## config.mk

```make
export PLATFORM = sky130hd
export DESIGN_NAME = dm_arbiter_flat
export DESIGN_NICKNAME = d
export VERILOG_FILES = /design/src/rtl/dm_arbiter_pkg.sv /design/src/rtl/dm_arbiter_if.sv /design/src/rtl/dm_rr_sel.sv /design/src/rtl/dm_arbiter.sv /design/src/flat_wrapper.sv
export SDC_FILE = /design/constraint.sdc
export NUM_CORES = 1
export LEC_CHECK = 0
export BUFFER_PORTS_ARGS = -buffer_cell sky130_fd_sc_hd__buf_4
export CAP_MARGIN = 20
export CELL_PAD_IN_SITES_DETAIL_PLACEMENT = 1
export CELL_PAD_IN_SITES_GLOBAL_PLACEMENT = 1
export CORE_AREA = 8 8 133 135
export CTS_CLUSTER_DIAMETER = 200
export CTS_CLUSTER_SIZE = 8
export DETAILED_ROUTE_END_ITERATION = 16
export DIE_AREA = 0 0 141 143
export MAX_ROUTING_LAYER = met4
export PLACE_DENSITY = 0.76
export SLEW_MARGIN = 15
export SYNTH_ARGS = -nofsm -noshare
export SYNTH_HDL_FRONTEND = slang
export SYNTH_SLANG_ARGS = --single-unit
```

## constraint.sdc

```tcl
create_clock -name clk -period 5.15 [get_ports clk]
set_input_delay 1.03 -clock clk [delete_from_list [all_inputs] [get_ports clk]]
set_output_delay 1.03 -clock clk [all_outputs]
set_load 0.01 [all_outputs]
```

## src/rtl/dm_arbiter_pkg.sv

```systemverilog
// Shared constants for the two-port data-memory arbiter.
package dm_arbiter_pkg;

    // Owner pointer encoding
    localparam logic [0:0] OWN0 = 1'b0;
    localparam logic [0:0] OWN1 = 1'b1;

    localparam int          MAX_BURST_DEF  = 4;
    // First out-of-range byte address: words 0..3072 are accessible
    localparam logic [31:0] ADDR_LIMIT_DEF = 32'h0000_3004;

    // Word-aligned and below the limit
    function automatic logic addr_ok(input logic [31:0] addr, input logic [31:0] limit);
        return (addr < limit) && (addr[1:0] == 2'b00);
    endfunction

endpackage

```

## src/rtl/dm_arbiter_if.sv

```systemverilog
// Port-side and memory-side signals of the arbiter, bundled.
interface dm_arbiter_if;
    logic        req0, req1;
    logic        we0, we1;
    logic [31:0] addr0, addr1;
    logic [31:0] wd0, wd1;
    logic [31:0] pc0, pc1;
    logic        gnt0, gnt1;
    logic        rvalid0, rvalid1;
    logic [31:0] rdata;
    logic        err;
    logic        mem_we;
    logic [31:0] mem_addr, mem_wd, mem_pc;
    logic [31:0] mem_rdata;

    // Arbiter side
    modport slave (
        input  req0, req1, we0, we1, addr0, addr1, wd0, wd1, pc0, pc1, mem_rdata,
        output gnt0, gnt1, rvalid0, rvalid1, rdata, err,
               mem_we, mem_addr, mem_wd, mem_pc
    );

    // Requesters plus memory
    modport master (
        output req0, req1, we0, we1, addr0, addr1, wd0, wd1, pc0, pc1, mem_rdata,
        input  gnt0, gnt1, rvalid0, rvalid1, rdata, err,
               mem_we, mem_addr, mem_wd, mem_pc
    );
endinterface

```

## src/rtl/dm_rr_sel.sv

```systemverilog
// Owner pointer and burst counter; decides which port is granted each cycle.
module dm_rr_sel
    import dm_arbiter_pkg::*;
#(
    parameter int MAX_BURST = MAX_BURST_DEF
) (
    input  logic       clk,
    input  logic       reset,
    input  logic       req0,
    input  logic       req1,
    output logic       gnt0,
    output logic       gnt1,
    output logic [0:0] owner
);
    localparam int            CW      = $clog2(MAX_BURST) + 1;
    localparam logic [CW-1:0] CNT_MAX = CW'(MAX_BURST);

    logic [CW-1:0] cnt;
    logic [0:0]    own_q;
    logic          pick1;
    logic [0:0]    gnt_port;

    assign owner = own_q;

    // Under contention: stay with the owner until its burst is used up, then hand over
    assign pick1 = (own_q == OWN1) ^ (cnt >= CNT_MAX);

    // Grant decision, forced idle while reset is held
    always_comb begin
        gnt0 = 1'b0;
        gnt1 = 1'b0;
        if (reset) begin
            if (req0 && !req1)      gnt0 = 1'b1;
            else if (req1 && !req0) gnt1 = 1'b1;
            else if (req0 && req1) begin
                gnt1 = pick1;
                gnt0 = !pick1;
            end
        end
    end

    assign gnt_port = gnt1 ? OWN1 : OWN0;

    // Owner/burst tracking; an idle cycle clears the burst but keeps the owner
    always_ff @(posedge clk or negedge reset) begin
        if (!reset) begin
            own_q <= OWN0;
            cnt   <= '0;
        end else if (gnt0 || gnt1) begin
            own_q <= gnt_port;
            if (gnt_port != own_q)  cnt <= CW'(1);
            else if (cnt < CNT_MAX) cnt <= cnt + 1'b1;
        end else begin
            cnt <= '0;
        end
    end

endmodule

```

## src/rtl/dm_arbiter.sv

```systemverilog
// Two-port data-memory arbiter: request mux, range check, 1-cycle read return.
module dm_arbiter
    import dm_arbiter_pkg::*;
#(
    parameter int          MAX_BURST  = MAX_BURST_DEF,
    parameter logic [31:0] ADDR_LIMIT = ADDR_LIMIT_DEF
) (
    input  logic         clk,
    input  logic         reset,
    dm_arbiter_if.slave  bus
);
    logic        gnt0, gnt1, granted;
    logic [0:0]  owner, sel;
    logic        sel_we, bad;
    logic [31:0] sel_addr, sel_wd, sel_pc;
    logic        rvalid0_q, rvalid1_q, err_q;
    logic [31:0] rdata_q;

    dm_rr_sel #(.MAX_BURST(MAX_BURST)) u_rr_sel (
        .clk   (clk),
        .reset (reset),
        .req0  (bus.req0),
        .req1  (bus.req1),
        .gnt0  (gnt0),
        .gnt1  (gnt1),
        .owner (owner)
    );

    assign granted = gnt0 || gnt1;

    // With no grant the mux parks on the owner's inputs
    always_comb begin
        sel = owner;
        if (gnt1)      sel = OWN1;
        else if (gnt0) sel = OWN0;
    end

    // Request mux of the selected port
    always_comb begin
        sel_we   = bus.we0;
        sel_addr = bus.addr0;
        sel_wd   = bus.wd0;
        sel_pc   = bus.pc0;
        if (sel == OWN1) begin
            sel_we   = bus.we1;
            sel_addr = bus.addr1;
            sel_wd   = bus.wd1;
            sel_pc   = bus.pc1;
        end
    end

    assign bad = !addr_ok(sel_addr, ADDR_LIMIT);

    assign bus.gnt0     = gnt0;
    assign bus.gnt1     = gnt1;
    assign bus.mem_we   = granted && sel_we && !bad;
    assign bus.mem_addr = sel_addr;
    assign bus.mem_wd   = sel_wd;
    assign bus.mem_pc   = sel_pc;

    // Read return and error pulse; rejected reads still complete, with zero data
    always_ff @(posedge clk or negedge reset) begin
        if (!reset) begin
            rvalid0_q <= 1'b0;
            rvalid1_q <= 1'b0;
            rdata_q   <= '0;
            err_q     <= 1'b0;
        end else begin
            rvalid0_q <= gnt0 && !sel_we;
            rvalid1_q <= gnt1 && !sel_we;
            err_q     <= granted && bad;
            if (granted && !sel_we)
                rdata_q <= bad ? '0 : bus.mem_rdata;
        end
    end

    assign bus.rvalid0 = rvalid0_q;
    assign bus.rvalid1 = rvalid1_q;
    assign bus.rdata   = rdata_q;
    assign bus.err     = err_q;

endmodule

```

## src/flat_wrapper.sv

```systemverilog
// flat-port wrapper written by rule: the top's interface ports become plain ports
module dm_arbiter_flat import dm_arbiter_pkg::*;
#(
    parameter int          MAX_BURST  = MAX_BURST_DEF,
    parameter logic [31:0] ADDR_LIMIT = ADDR_LIMIT_DEF
)
  (clk, reset, bus_req0, bus_req1, bus_we0, bus_we1, bus_addr0, bus_addr1, bus_wd0, bus_wd1, bus_pc0, bus_pc1, bus_mem_rdata, bus_gnt0, bus_gnt1, bus_rvalid0, bus_rvalid1, bus_rdata, bus_err, bus_mem_we, bus_mem_addr, bus_mem_wd, bus_mem_pc);
  dm_arbiter_if bus_i ();
  input  logic clk;
  input  logic reset;
  input wire logic [$bits(bus_i.req0)-1:0] bus_req0;
  input wire logic [$bits(bus_i.req1)-1:0] bus_req1;
  input wire logic [$bits(bus_i.we0)-1:0] bus_we0;
  input wire logic [$bits(bus_i.we1)-1:0] bus_we1;
  input wire logic [$bits(bus_i.addr0)-1:0] bus_addr0;
  input wire logic [$bits(bus_i.addr1)-1:0] bus_addr1;
  input wire logic [$bits(bus_i.wd0)-1:0] bus_wd0;
  input wire logic [$bits(bus_i.wd1)-1:0] bus_wd1;
  input wire logic [$bits(bus_i.pc0)-1:0] bus_pc0;
  input wire logic [$bits(bus_i.pc1)-1:0] bus_pc1;
  input wire logic [$bits(bus_i.mem_rdata)-1:0] bus_mem_rdata;
  output wire logic [$bits(bus_i.gnt0)-1:0] bus_gnt0;
  output wire logic [$bits(bus_i.gnt1)-1:0] bus_gnt1;
  output wire logic [$bits(bus_i.rvalid0)-1:0] bus_rvalid0;
  output wire logic [$bits(bus_i.rvalid1)-1:0] bus_rvalid1;
  output wire logic [$bits(bus_i.rdata)-1:0] bus_rdata;
  output wire logic [$bits(bus_i.err)-1:0] bus_err;
  output wire logic [$bits(bus_i.mem_we)-1:0] bus_mem_we;
  output wire logic [$bits(bus_i.mem_addr)-1:0] bus_mem_addr;
  output wire logic [$bits(bus_i.mem_wd)-1:0] bus_mem_wd;
  output wire logic [$bits(bus_i.mem_pc)-1:0] bus_mem_pc;
  assign bus_i.req0 = bus_req0;
  assign bus_i.req1 = bus_req1;
  assign bus_i.we0 = bus_we0;
  assign bus_i.we1 = bus_we1;
  assign bus_i.addr0 = bus_addr0;
  assign bus_i.addr1 = bus_addr1;
  assign bus_i.wd0 = bus_wd0;
  assign bus_i.wd1 = bus_wd1;
  assign bus_i.pc0 = bus_pc0;
  assign bus_i.pc1 = bus_pc1;
  assign bus_i.mem_rdata = bus_mem_rdata;
  assign bus_gnt0 = bus_i.gnt0;
  assign bus_gnt1 = bus_i.gnt1;
  assign bus_rvalid0 = bus_i.rvalid0;
  assign bus_rvalid1 = bus_i.rvalid1;
  assign bus_rdata = bus_i.rdata;
  assign bus_err = bus_i.err;
  assign bus_mem_we = bus_i.mem_we;
  assign bus_mem_addr = bus_i.mem_addr;
  assign bus_mem_wd = bus_i.mem_wd;
  assign bus_mem_pc = bus_i.mem_pc;
  dm_arbiter #(.MAX_BURST(MAX_BURST), .ADDR_LIMIT(ADDR_LIMIT)) u_core (.clk(clk), .reset(reset), .bus(bus_i));
endmodule
```

Yosys cells after proc, flatten, opt, wreduce, memory -nomap -nowiden --
Cells that the tools add are included.
Cells by class: divide/modulo/power cells 0, bitwise gates (word level) 1, eq/ne operators 2, shift-type cells 0, magnitude comparators 3, multiply operators 0, reductions and logical operators 17, $add $sub $neg 1, mux-type cells 19
Operators with widths (number):
- two-way mux 32 bit | 4
- < comparator 32 x 14 -> 1 bit, second input constant | 1
- two-way mux 1 bit | 12
- logical AND 1 bit | 10
- two-way mux 3 bit | 3
- zero test 1 bit | 5
- adder 3 x 1 -> 3 bit, second input constant | 1
- >= comparator 3 bit, second input constant | 1
- < comparator 3 bit, second input constant | 1
- != test 3 bit, second input constant | 1
- zero test 2 bit | 1
- logical OR 1 bit | 1
- != test 1 bit | 1
- bitwise XOR 1 bit | 1
Word-level totals: input bits 230, output and inout bits 134, bits in latches 0, memory bits (writable) 0, bits in read-only memories 0, logic and storage cells 49, memories 0, register bits 39

Longest topological paths before layout --
Gate-level depths: netlist of run 1.
depth after elaboration 14, depth in mapped cells 8, depth with buffers taken out 6

Modules after synthesis --
Synthesis of run 1 repeated with hierarchy kept, for this count alone.
Unflattened totals: cells, all modules 318, area, all modules 3079.2 um^2
By module, submodules not included:
- dm_arbiter | sequential area each 875.8 um^2, area each 2807.7 um^2, cells each 287, instances 1
- dm_rr_sel | sequential area each 100.1 um^2, area each 271.5 um^2, cells each 31, instances 1

Worst setup path after synthesis of run 1 --
Ideal clock, no wire load.
path kind input -> output, start in bus_req1, end out bus_mem_we, arrival time 2.437 ns, required time 4.120 ns, stages 7, buffers on the path 1, slack 1.683 ns, path through buf_4 -> a21oi_1 -> a211o_4 -> inv_4 -> nor4_4 -> a21oi_2 -> nor3_1
On the way: word-level cells in the longest chain between the ends 11, elaborated cells on any way between the ends 22, classes of those cells 1 x order compare; 12 x mux; 9 x reduce/logical
RTL lines:
- start, declared | line flat_wrapper.sv:12 | input wire logic [$bits(bus_i.req1)-1:0] bus_req1;
- logical AND 1 bit | line dm_rr_sel.sv:35 | else if (req0 && req1) begin
- two-way mux 1 bit | line dm_rr_sel.sv:35
- two-way mux 1 bit | line dm_rr_sel.sv:34 | else if (req1 && !req0) gnt1 = 1'b1;
- two-way mux 1 bit | line dm_rr_sel.sv:33 | if (req0 && !req1) gnt0 = 1'b1;
- two-way mux 1 bit | line dm_rr_sel.sv:32 | if (reset) begin
- two-way mux 1 bit | line dm_arbiter.sv:35 | else if (gnt0) sel = OWN0;
- two-way mux 1 bit | line dm_arbiter.sv:34 | if (gnt1) sel = OWN1;
- two-way mux 32 bit | line dm_arbiter.sv:44 | if (sel == OWN1) begin
- < comparator 32 x 14 -> 1 bit or zero test 2 bit (tied branches) | line dm_arbiter_pkg.sv:14 | return (addr < limit) && (addr[1:0] == 2'b00);
- logical AND 1 bit | line dm_arbiter_pkg.sv:14
- logical AND 1 bit * | line dm_arbiter.sv:56 | assign bus.mem_we = granted && sel_we && !bad;
- end, declared | line flat_wrapper.sv:28 | output wire logic [$bits(bus_i.mem_we)-1:0] bus_mem_we;
Every way passes the cells marked *; elsewhere a longest branch is shown, timed or not.

Worst setup path after layout of run 1 --
start in bus_req1, end out bus_mem_wd[30]
On the way: word-level cells in the longest chain between the ends 8, elaborated cells on any way between the ends 15, classes of those cells 11 x mux; 4 x reduce/logical
RTL lines:
- logical AND 1 bit | line dm_rr_sel.sv:35
- two-way mux 1 bit | line dm_rr_sel.sv:35
- two-way mux 1 bit | line dm_rr_sel.sv:34
- two-way mux 1 bit | line dm_rr_sel.sv:33
- two-way mux 1 bit | line dm_rr_sel.sv:32
- two-way mux 1 bit | line dm_arbiter.sv:35
- two-way mux 1 bit * | line dm_arbiter.sv:34
- two-way mux 32 bit * | line dm_arbiter.sv:44
- end, declared | line flat_wrapper.sv:30 | output wire logic [$bits(bus_i.mem_wd)-1:0] bus_mem_wd;
Marked as above.

==> results_dict.tcl, run 1 <==
set metrics [dict create \
    start_util_pct 19.77 \
    cts.clk_slew.worst_paths_ns 0.06 \
    fp.dieH_um 143 \
    layout_common_cells "buf_4, mux2_2, dfrtp_1" \
    die-area_um2 20160 \
    synth_cell_types 35 \
    hold_viol_final 0 \
    slowest_delay_ns 0.52 \
    cp.required_ns 4.12 \
    crit_family "buffers and inverters" \
    antenna_left 0 \
    syn-mean-instance-area_um2 10.89 \
    cts_buffer_depth 2 \
    tns_ns 0 \
    firstDrtPassIters 6 \
    antenna_found_initial 9 \
    h-tree-depth 2 \
    async_reset_ff_share_pct 100.0 \
    period_share_pct 76.80 \
    root_buffer "clkbuf_16" \
    synth-compound-area-share_pct 15.54 \
    max_freq_mhz 252.8 \
    leakage_nw 2.988 \
    synth.area.mux_share_pct 35.39 \
    synth-simple-area-share_pct 11.08 \
    num_vias 3815 \
    nNetsFinal 867 \
    cap_violations 0 \
    grt_max_degree 47 \
    path_cells "buf_4 > a21oi_1 > a211o_4 > buf_4 > mux2_2 > buf_4" \
    fin_util_pct 39.43 \
    synth_edf_count 0 \
    synthXorXnorAreaFrac_pct 0.2841 \
    yosys_most_used_dff "dfrtp_1" \
    critPathSlowestCell "buf_4" \
    fp.coreArea_um2 15600 \
    syn_inst 283 \
    final_common_cell "buf_4" \
    grt_pass1_vias 4303 \
    worst_slew_pin_slew_ns 0.9446 \
    hold_ws_ns 0.4889 \
    critPathArrivalTime_ns 2.93 \
    rsz0062_at_grt "false" \
    synth_seq_cells 39 \
    die_w_um 141 \
    final_area_um2 6150 \
    syn_nets 514 \
    synth_fa_ha_area_share_pct 0.4058 \
    hp-class "flip-flop to flip-flop" \
    io_buffer_count 363 \
    p_per_area_nw_per_um2 195.0 \
    totalWireLength_mm 22.28 \
    synth_top_family_by_area "multiplexers" \
    critPathKind "primary input to output pin" \
    relSlewSlack_pct 36.36 \
    via_per_inst 4.426 \
    yosysWarningCount 0 \
    numCtsBuffers 5 \
    cp-start-kind "primary input" \
    min_period_ns 3.955 \
    crit_fanout 44 \
    core.rowCount 46 \
    ir_drop_v 0.0001374 \
    syn_area_um2 3083 \
    drc 0 \
    status "finished clean" \
    cp_num_buf_inv 3 \
    cpMostUsedCell "buf_4" \
    place_congestion 0.9250 \
    clk_latency_ns 0.28 \
    report.final.slew_viol_count 0 \
    post_cts_resized 0 \
    drive_gt1_share_pct 75.51 \
    crit_path_end_kind "output pin" \
    grt_pass1_wl_mm 29.84 \
    post_cts_buffers 0 \
    place_area_um2 5952 \
    drt_iter0_drc 133 \
    skew_ns 0.005605 \
    dp_hpwl_mm 19.98 \
    wl_per_cell_um 25.85 \
    hold_buffers 0 \
    cts_tree "yes" \
    ioPinCount 364 \
    ys_seq_area_share_pct 31.66 \
    setup_viol_count_final 0 \
    areaGrowthSynthToFinish_pct 99.47 \
    gr-usage-all-layers_pct 20.89 \
    clock_sinks 39 \
    grt_remaining_overflow 0 \
]
==> state kept, by name, summed over array words and instances, names as in the netlist <==
name and flops:
u_core.u_rr_sel.cnt 3, u_core.bus.rvalid1 1, u_core.u_rr_sel.owner 1, u_core.bus.rdata 32
u_core.bus.rvalid0 1, u_core.bus.err 1
==> Yosys cell counts, types with 2 or more instances <==
master / instances / area, µm²
nor4_1: 14 / 87.58
a311oi_1: 2 / 17.52
dfrtp_1: 39 / 975.9
buf_2: 14 / 70.07
nor2_1: 5 / 18.77
inv_1: 3 / 11.26
nand3_1: 3 / 15.01
a31oi_1: 2 / 12.51
buf_6: 7 / 78.83
nand2_1: 37 / 138.9
mux2_2: 96 / 1081
and2_1: 3 / 18.77
a21oi_1: 3 / 15.01
nor3_1: 2 / 10.01
o21ai_0: 2 / 10.01
o2bb2ai_1: 32 / 280.3
==> final cells by class <==
class,instances,area [µm²]
Tap cell,216,270.3
Clock inverter,1,7.507
Multi-Input combinational cell,218,1933
Inverter,4,17.52
Antenna cell,9,22.52
Clock buffer,7,152.6
Sequential cell,39,975.9
Timing Repair Buffer,368,2770
Fill cell,1820,9448
==> worst paths after layout <==
path | start | end | slack [ns] | cells after the start
worst max-delay path | bus_req1 | bus_mem_wd[30] | 1.19 | 6
worst min-delay path | u_core.bus.rdata[26] | u_core.bus.rdata[26] | 0.49 | 1
worst max register to register | u_core.u_rr_sel.cnt[2] | u_core.bus.rdata[0] | 2.90 | 6
worst min register to register | u_core.bus.rdata[26] | u_core.bus.rdata[26] | 0.49 | 1
max in group asynchronous | reset | u_core.bus.rdata[18] | 3.90 | 2
min in group asynchronous | reset | u_core.u_rr_sel.owner | 0.55 | 1
==> logic make-up after synthesis <==
family,after synthesis
XOR/XNOR,1
multiplexers,97
buffers and inverters,26
AND/OR/NAND/NOR,68
AO/OA/AOI/OAI,51
flip-flops,39
adder cells (fa/ha/maj),1
==> per-stage QoR <==
| step | setup slack [ns] | power, mW | instances |
|---|---|---|---|
| 3_3_place_gp | 1.246 | 0.8784 | 844 |
| 5_1_grt | 1.129 | 1.256 | 862 |
| 2_1_floorplan | 1.683 | 0.5575 | 283 |
| 4_1_cts | 1.192 | 1.218 | 852 |
| 3_5_place_dp | 1.198 | 0.8868 | 844 |
| 6_report | 1.195 | 1.199 | 862 |
==> worst register-to-register path, cell delays in order, from the launching register on <==
cell,delay (ns)
dfrtp_1,0.49
a21bo_1,0.29
a211o_4,0.40
a211oi_4,0.49
buf_8,0.24
nand2_1,0.10
o2bb2ai_1,0.15
==> where the power goes <==
group / internal (mW) / leakage, nW / total, mW / switching, mW
Clock: 0.206 / 0.0762 / 0.321 / 0.115
Sequential: 0.310 / 0.540 / 0.314 / 0.00383
Combinational: 0.317 / 2.37 / 0.564 / 0.247
Total: 0.833 / 2.99 / 1.20 / 0.366
==> routing by layer <==
metal / up-vias / track usage [%] / wire length [µm]
li1: 1776 / - / -
met3: 12 / 8.447 / 1813
met1: 1809 / 23.77 / 9372
met5: - / - / 0
met2: 218 / 34.49 / 10840
met4: 0 / 3.507 / 255
Note: power is estimated with default switching activity, not from simulation.
==> run 2: changes to the inputs <==
Settings changed: ABC_AREA set to 1, CORE_AREA 8 8 133 135 to unset, CORE_MARGIN set to 8, CORE_UTILIZATION set to 22, DIE_AREA 0 0 141 143 to unset, PLACE_DENSITY 0.76 to 0.83.
Clock period 5.15 ns to 3.7 ns, I/O delays scaled along.
==> results_dict.tcl, run 2 <==
set metrics [dict create \
    swShare_pct 31.46 \
    seq_area_um2 975.9 \
    gr-usage-all-layers_pct 19.77 \
    synth_most_common_cell "nand2_1" \
    io_buffer_count 363 \
    cts.clk_slew.worst_paths_ns 0.06 \
    core.rowCount 45 \
    setup_viol_count_final 0 \
    antenna_left 0 \
    dp.cells 1063 \
    hold_ws_ns 0.4780 \
    path_cells "buf_4 > nand2_1 > inv_2 > nor2_2 > nand2_1 > nand2_4 > buf_12 > buf_12 > mux2_2 > buf_4" \
    fin_util_pct 43.06 \
    dp_slack_ns 0.2892 \
    post_cts_buffers 0 \
    die_w_um 141.3 \
    comb_power_share_pct 47.2 \
    p_sw_mw 0.5935 \
    ir_drop_v 0.0001407 \
    drt_iter0_drc 155 \
    clock_sinks 39 \
    critPathArrivalTime_ns 2.67 \
    numCtsBuffers 5 \
    firstDrtPassIters 4 \
    period_share_pct 92.20 \
    h-tree-depth 2 \
    final_area_um2 6570 \
    hold_viol_final 0 \
    drc 0 \
    power_mw 1.887 \
    rsz0062_at_grt "false" \
    synth_edf_count 0 \
    p_per_area_nw_per_um2 287.2 \
    grt_pass1_wl_mm 29.17 \
    synth_top_cell_area_share_pct 28.27 \
    critPathSlowestCell "mux2_2" \
    p_int_mw 1.293 \
    antenna_found_initial 0 \
    yosys-top-cells-area "dfrtp_1, mux2_2, nand2_1, inv_1, nand3_1" \
    critPathKind "primary input to output pin" \
    cap_violations 0 \
    cp-start-kind "primary input" \
    cp.required_ns 2.96 \
    largest_reg_flops 32 \
    via_per_inst 4.206 \
    die-area_um2 19960 \
    hp-class "flip-flop to flip-flop" \
    cp_num_buf_inv 5 \
    clk_latency_ns 0.28 \
    hold_buffers 0 \
    crit_family "buffers and inverters" \
    cts_tree "yes" \
    yosys_most_used_dff "dfrtp_1" \
    grt_remaining_overflow 0 \
    layout.cells.non_filler 1071 \
    pwr-share-seq_pct 23.2 \
    place_congestion 0.8676 \
    syn-mean-instance-area_um2 6.795 \
    place_area_um2 6381 \
    fillers 1945 \
    leakage_nw 3.876 \
    post_cts_resized 0 \
    async_reset_ff_share_pct 100.0 \
    wl_per_cell_um 18.87 \
    syn_nets 739 \
    crit_path_end_kind "output pin" \
    yosysTopAreaCell "dfrtp_1" \
    grt_max_degree 65 \
    cts_buffer_depth 2 \
    diodes 0 \
    worst_slew_pin_slew_ns 0.6458 \
    min_period_ns 3.411 \
    root_buffer "clkbuf_16" \
    num_vias 4505 \
    layout_common_cells "buf_4, nand2_1, inv_1" \
    drive_gt1_share_pct 52.67 \
    nNetsFinal 1090 \
    synth_cell_types 24 \
    multiInputGateArea_um2 1922 \
    tns_ns 0 \
    fp.dieH_um 141.3 \
    ioPinCount 364 \
    syn_inst 508 \
    report.final.slew_viol_count 0 \
    grt_pass1_vias 4997 \
    start_util_pct 22.62 \
    ys_seq_area_share_pct 28.27 \
    fp.coreArea_um2 15260 \
    status "finished clean" \
    fin_ws_ns 0.2887 \
    crit_fanout 40 \
    yosysWarningCount 0 \
    totalWireLength_mm 20.21 \
    areaGrowthSynthToFinish_pct 90.32 \
    synth_seq_cells 39 \
    relSlewSlack_pct 56.95 \
    final_common_cell "buf_4" \
    slowest_delay_ns 0.40 \
    syn_area_um2 3452 \
    skew_ns 0.004863 \
    max_freq_mhz 293.1 \
    clkPwrFrac_pct 29.7 \
    yosys-top-cells-count "nand2_1, inv_1, mux2_2" \
    dp_hpwl_mm 17.23 \
]
==> run 2: cell count changes in the layout (fill, tap and decap cells not counted), moves of 3 or more <==
cell,change
nand2_1,+103
inv_1,+102
nor2_1,+41
nand3_1,+37
mux2_2,-32
o2bb2ai_1,-32
nand3b_1,+16
nor4_1,-14
o21ai_1,+10
diode_2,-9
buf_4,+3
nand2_2,+3
==> run 2: metal layers <==
layer  wire length (µm)  global-route usage, %  up-vias
li1                   -                      -     2240
met1               7389                  19.91     2087
met2              10920                  36.62      162
met3               1610                  6.474       16
met4                284                  4.299        0
met5                  0                      -        -
==> run 2: power by group through the flow <==
stage          Sequential [mW]  Combinational [mW]  Clock, mW
4_1_cts                  0.437               0.904      0.575
5_1_grt                  0.437               0.967      0.597
3_3_place_gp             0.445               0.889          0
3_5_place_dp             0.445               0.899          0
2_1_floorplan            0.445               0.403          0
6_report                 0.437               0.890      0.560
==> run 2: path summary, 6_finish.rpt <==
check / from / endpoint / slack [ns] / depth (start not counted)
max in group asynchronous: reset / u_core.u_rr_sel.cnt[2] / 2.77 / 2
worst max-delay path: reset / bus_mem_wd[3] / 0.29 / 10
worst min-delay path: u_core.bus.rdata[19] / u_core.bus.rdata[19] / 0.48 / 2
worst max register to register: u_core.u_rr_sel.owner / u_core.bus.rdata[1] / 1.22 / 15
worst min register to register: u_core.bus.rdata[19] / u_core.bus.rdata[19] / 0.48 / 2
min in group asynchronous: reset / u_core.bus.rdata[14] / 0.57 / 2
==> run 2: area by class of cell <==
cell class                 instances  share of cell area [%]
multi-input combinational        334                   29.25
tap                              211                   4.018
sequential                        39                   14.85
clock buffer                       6                   1.962
clock inverter                     2                  0.9141
inverter                         107                   6.113
timing repair buffer             372                   42.89
==> run 2: cells by family after synthesis <==
family	after synthesis	share of synthesized area (%)
DFF	39	28.27
and+or+nand+nor	249	30.85
adders and majority gates	1	0.3624
xor gates and xnor gates	1	0.2538
muxes	64	20.88
buffers and inverters	135	16.27
AOI/OAI and AO/OA	19	3.117
==> run 2: tightest hold or removal path, cell delays in order, from the launching register on <==
cell and delay, ns:
dfrtp_1 0.34, nand2_1 0.05, nand2_1 0.05
==> run 3: changes to the inputs <==
Settings changed: PLACE_DENSITY 0.83 to 0.87.
==> results_dict.tcl, run 3 (same netlist as run 2, synthesis figures left out) <==
set metrics [dict create \
    power_mw 1.741 \
    relSlewSlack_pct 59.36 \
    hold_ws_ns 0.2638 \
    hold_viol_final 0 \
    root_buffer "clkbuf_16" \
    critPathKind "primary input to output pin" \
    grt_max_degree 46 \
    max_freq_mhz 295.3 \
    wl_met3_mm 1.676 \
    critPathArrivalTime_ns 2.65 \
    cp-start-kind "primary input" \
    ir_drop_v 0.0001544 \
    crit_path_end_kind "output pin" \
    core.rowCount 45 \
    leakage_nw 3.854 \
    numCtsBuffers 5 \
    grt_remaining_overflow 0 \
    firstDrtPassIters 4 \
    start_util_pct 22.62 \
    die-area_um2 19960 \
    report.final.slew_viol_count 0 \
    clock_sinks 39 \
    cap_violations 0 \
    grt_pass1_wl_mm 29.08 \
    p_per_area_nw_per_um2 266.9 \
    hold_buffers 0 \
    worst_slew_pin_slew_ns 0.6074 \
    fin_util_pct 42.75 \
    nNetsFinal 1090 \
    clk_latency_ns 0.28 \
    areaGrowthSynthToFinish_pct 88.95 \
    maxUsedRoutingLayer "met4" \
    wl_met1_mm 7.098 \
    dp.cells 1063 \
    skew_ns 0.004996 \
    final_common_cell "buf_4" \
    h-tree-depth 2 \
    setup_viol_count_final 0 \
    layout_common_cells "buf_4, nand2_1, inv_1" \
    via_per_inst 4.185 \
    dp_hpwl_mm 17.38 \
    grt_pass1_vias 4966 \
    post_cts_buffers 0 \
    num_vias 4482 \
    drc 0 \
    drt_iter0_drc 123 \
    status "finished clean" \
    wl_per_cell_um 18.81 \
    place_congestion 0.8639 \
    rsz0062_at_grt "false" \
    cp.required_ns 2.96 \
    gr-usage-all-layers_pct 19.53 \
    crit_fanout 45 \
    totalWireLength_mm 20.14 \
    min_period_ns 3.386 \
    post_cts_resized 0 \
    ioPinCount 364 \
    drive_gt1_share_pct 52.67 \
    fp.dieH_um 141.3 \
    tns_ns 0 \
    cts_buffer_depth 2 \
    met2_length_mm 11.05 \
    fp.coreArea_um2 15260 \
    cts.clk_slew.worst_paths_ns 0.06 \
    largest_reg_flops 32 \
    antenna_left 0 \
    antenna_found_initial 0 \
    die_w_um 141.3 \
    io_buffer_count 363 \
    cts_tree "yes" \
    period_share_pct 91.52 \
    diodes 0 \
    layout.cells.non_filler 1071 \
    hp-class "primary input to async pin" \
]
==> run 3: critical path: stages <==
cell and delay (ns):
buf_4 0.14, nand2_1 0.08, inv_2 0.04, nor2_2 0.14
nand2_1 0.12, nand2_4 0.39, nand2_1 0.09, o21ai_1 0.14
nand2_1 0.09, nor2_1 0.11, nand2_1 0.09, nor2_4 0.12
nand2_1 0.06, nor2_1 0.11, buf_4 0.15
==> run 3: metal layers <==
metal | up-vias | GRT usage, %
li1 | 2242 | -
met1 | 2058 | 18.93
met2 | 165 | 37.10
met3 | 17 | 6.441
met4 | 0 | 4.186
met5 | - | -
==> run 3: stage by stage <==
step | instance area, µm² | worst slack [ns]
floorplan | 3452 | 0.7589
global placement | 6381 | 0.2988
detailed placement | 6381 | 0.2762
CTS | 6523 | 0.2711
global route | 6523 | 0.04434
finish | 6523 | 0.3138
==> run 3: power by group <==
group	internal [mW]	switching [mW]	leakage (nW)
combinational	0.472	0.414	3.25
sequential	0.433	0.00373	0.539
clock	0.249	0.169	0.0669
total	1.15	0.587	3.85
==> run 3: worst paths after layout <==
check,start,endpoint,slack (ns),cells past startpoint
max,reset,bus_mem_we,0.31,15
min,reset,u_core.u_rr_sel.owner,0.26,1
max reg2reg,u_core.u_rr_sel.owner,u_core.bus.rdata[12],1.19,12
min reg2reg,u_core.bus.rdata[28],u_core.bus.rdata[28],0.48,2
max in group asynchronous,reset,u_core.bus.rdata[1],2.74,2
min in group clk,u_core.bus.rdata[28],u_core.bus.rdata[28],0.48,2
==> run 3: final cells by class <==
class,count,area (µm²)
sequential,39,975.9
timing repair buffer,372,2818
fill,1937,8736
clock buffer,6,128.9
tap,211,264.0
inverter,107,401.6
multi-input combinational,334,1922
clock inverter,2,12.51
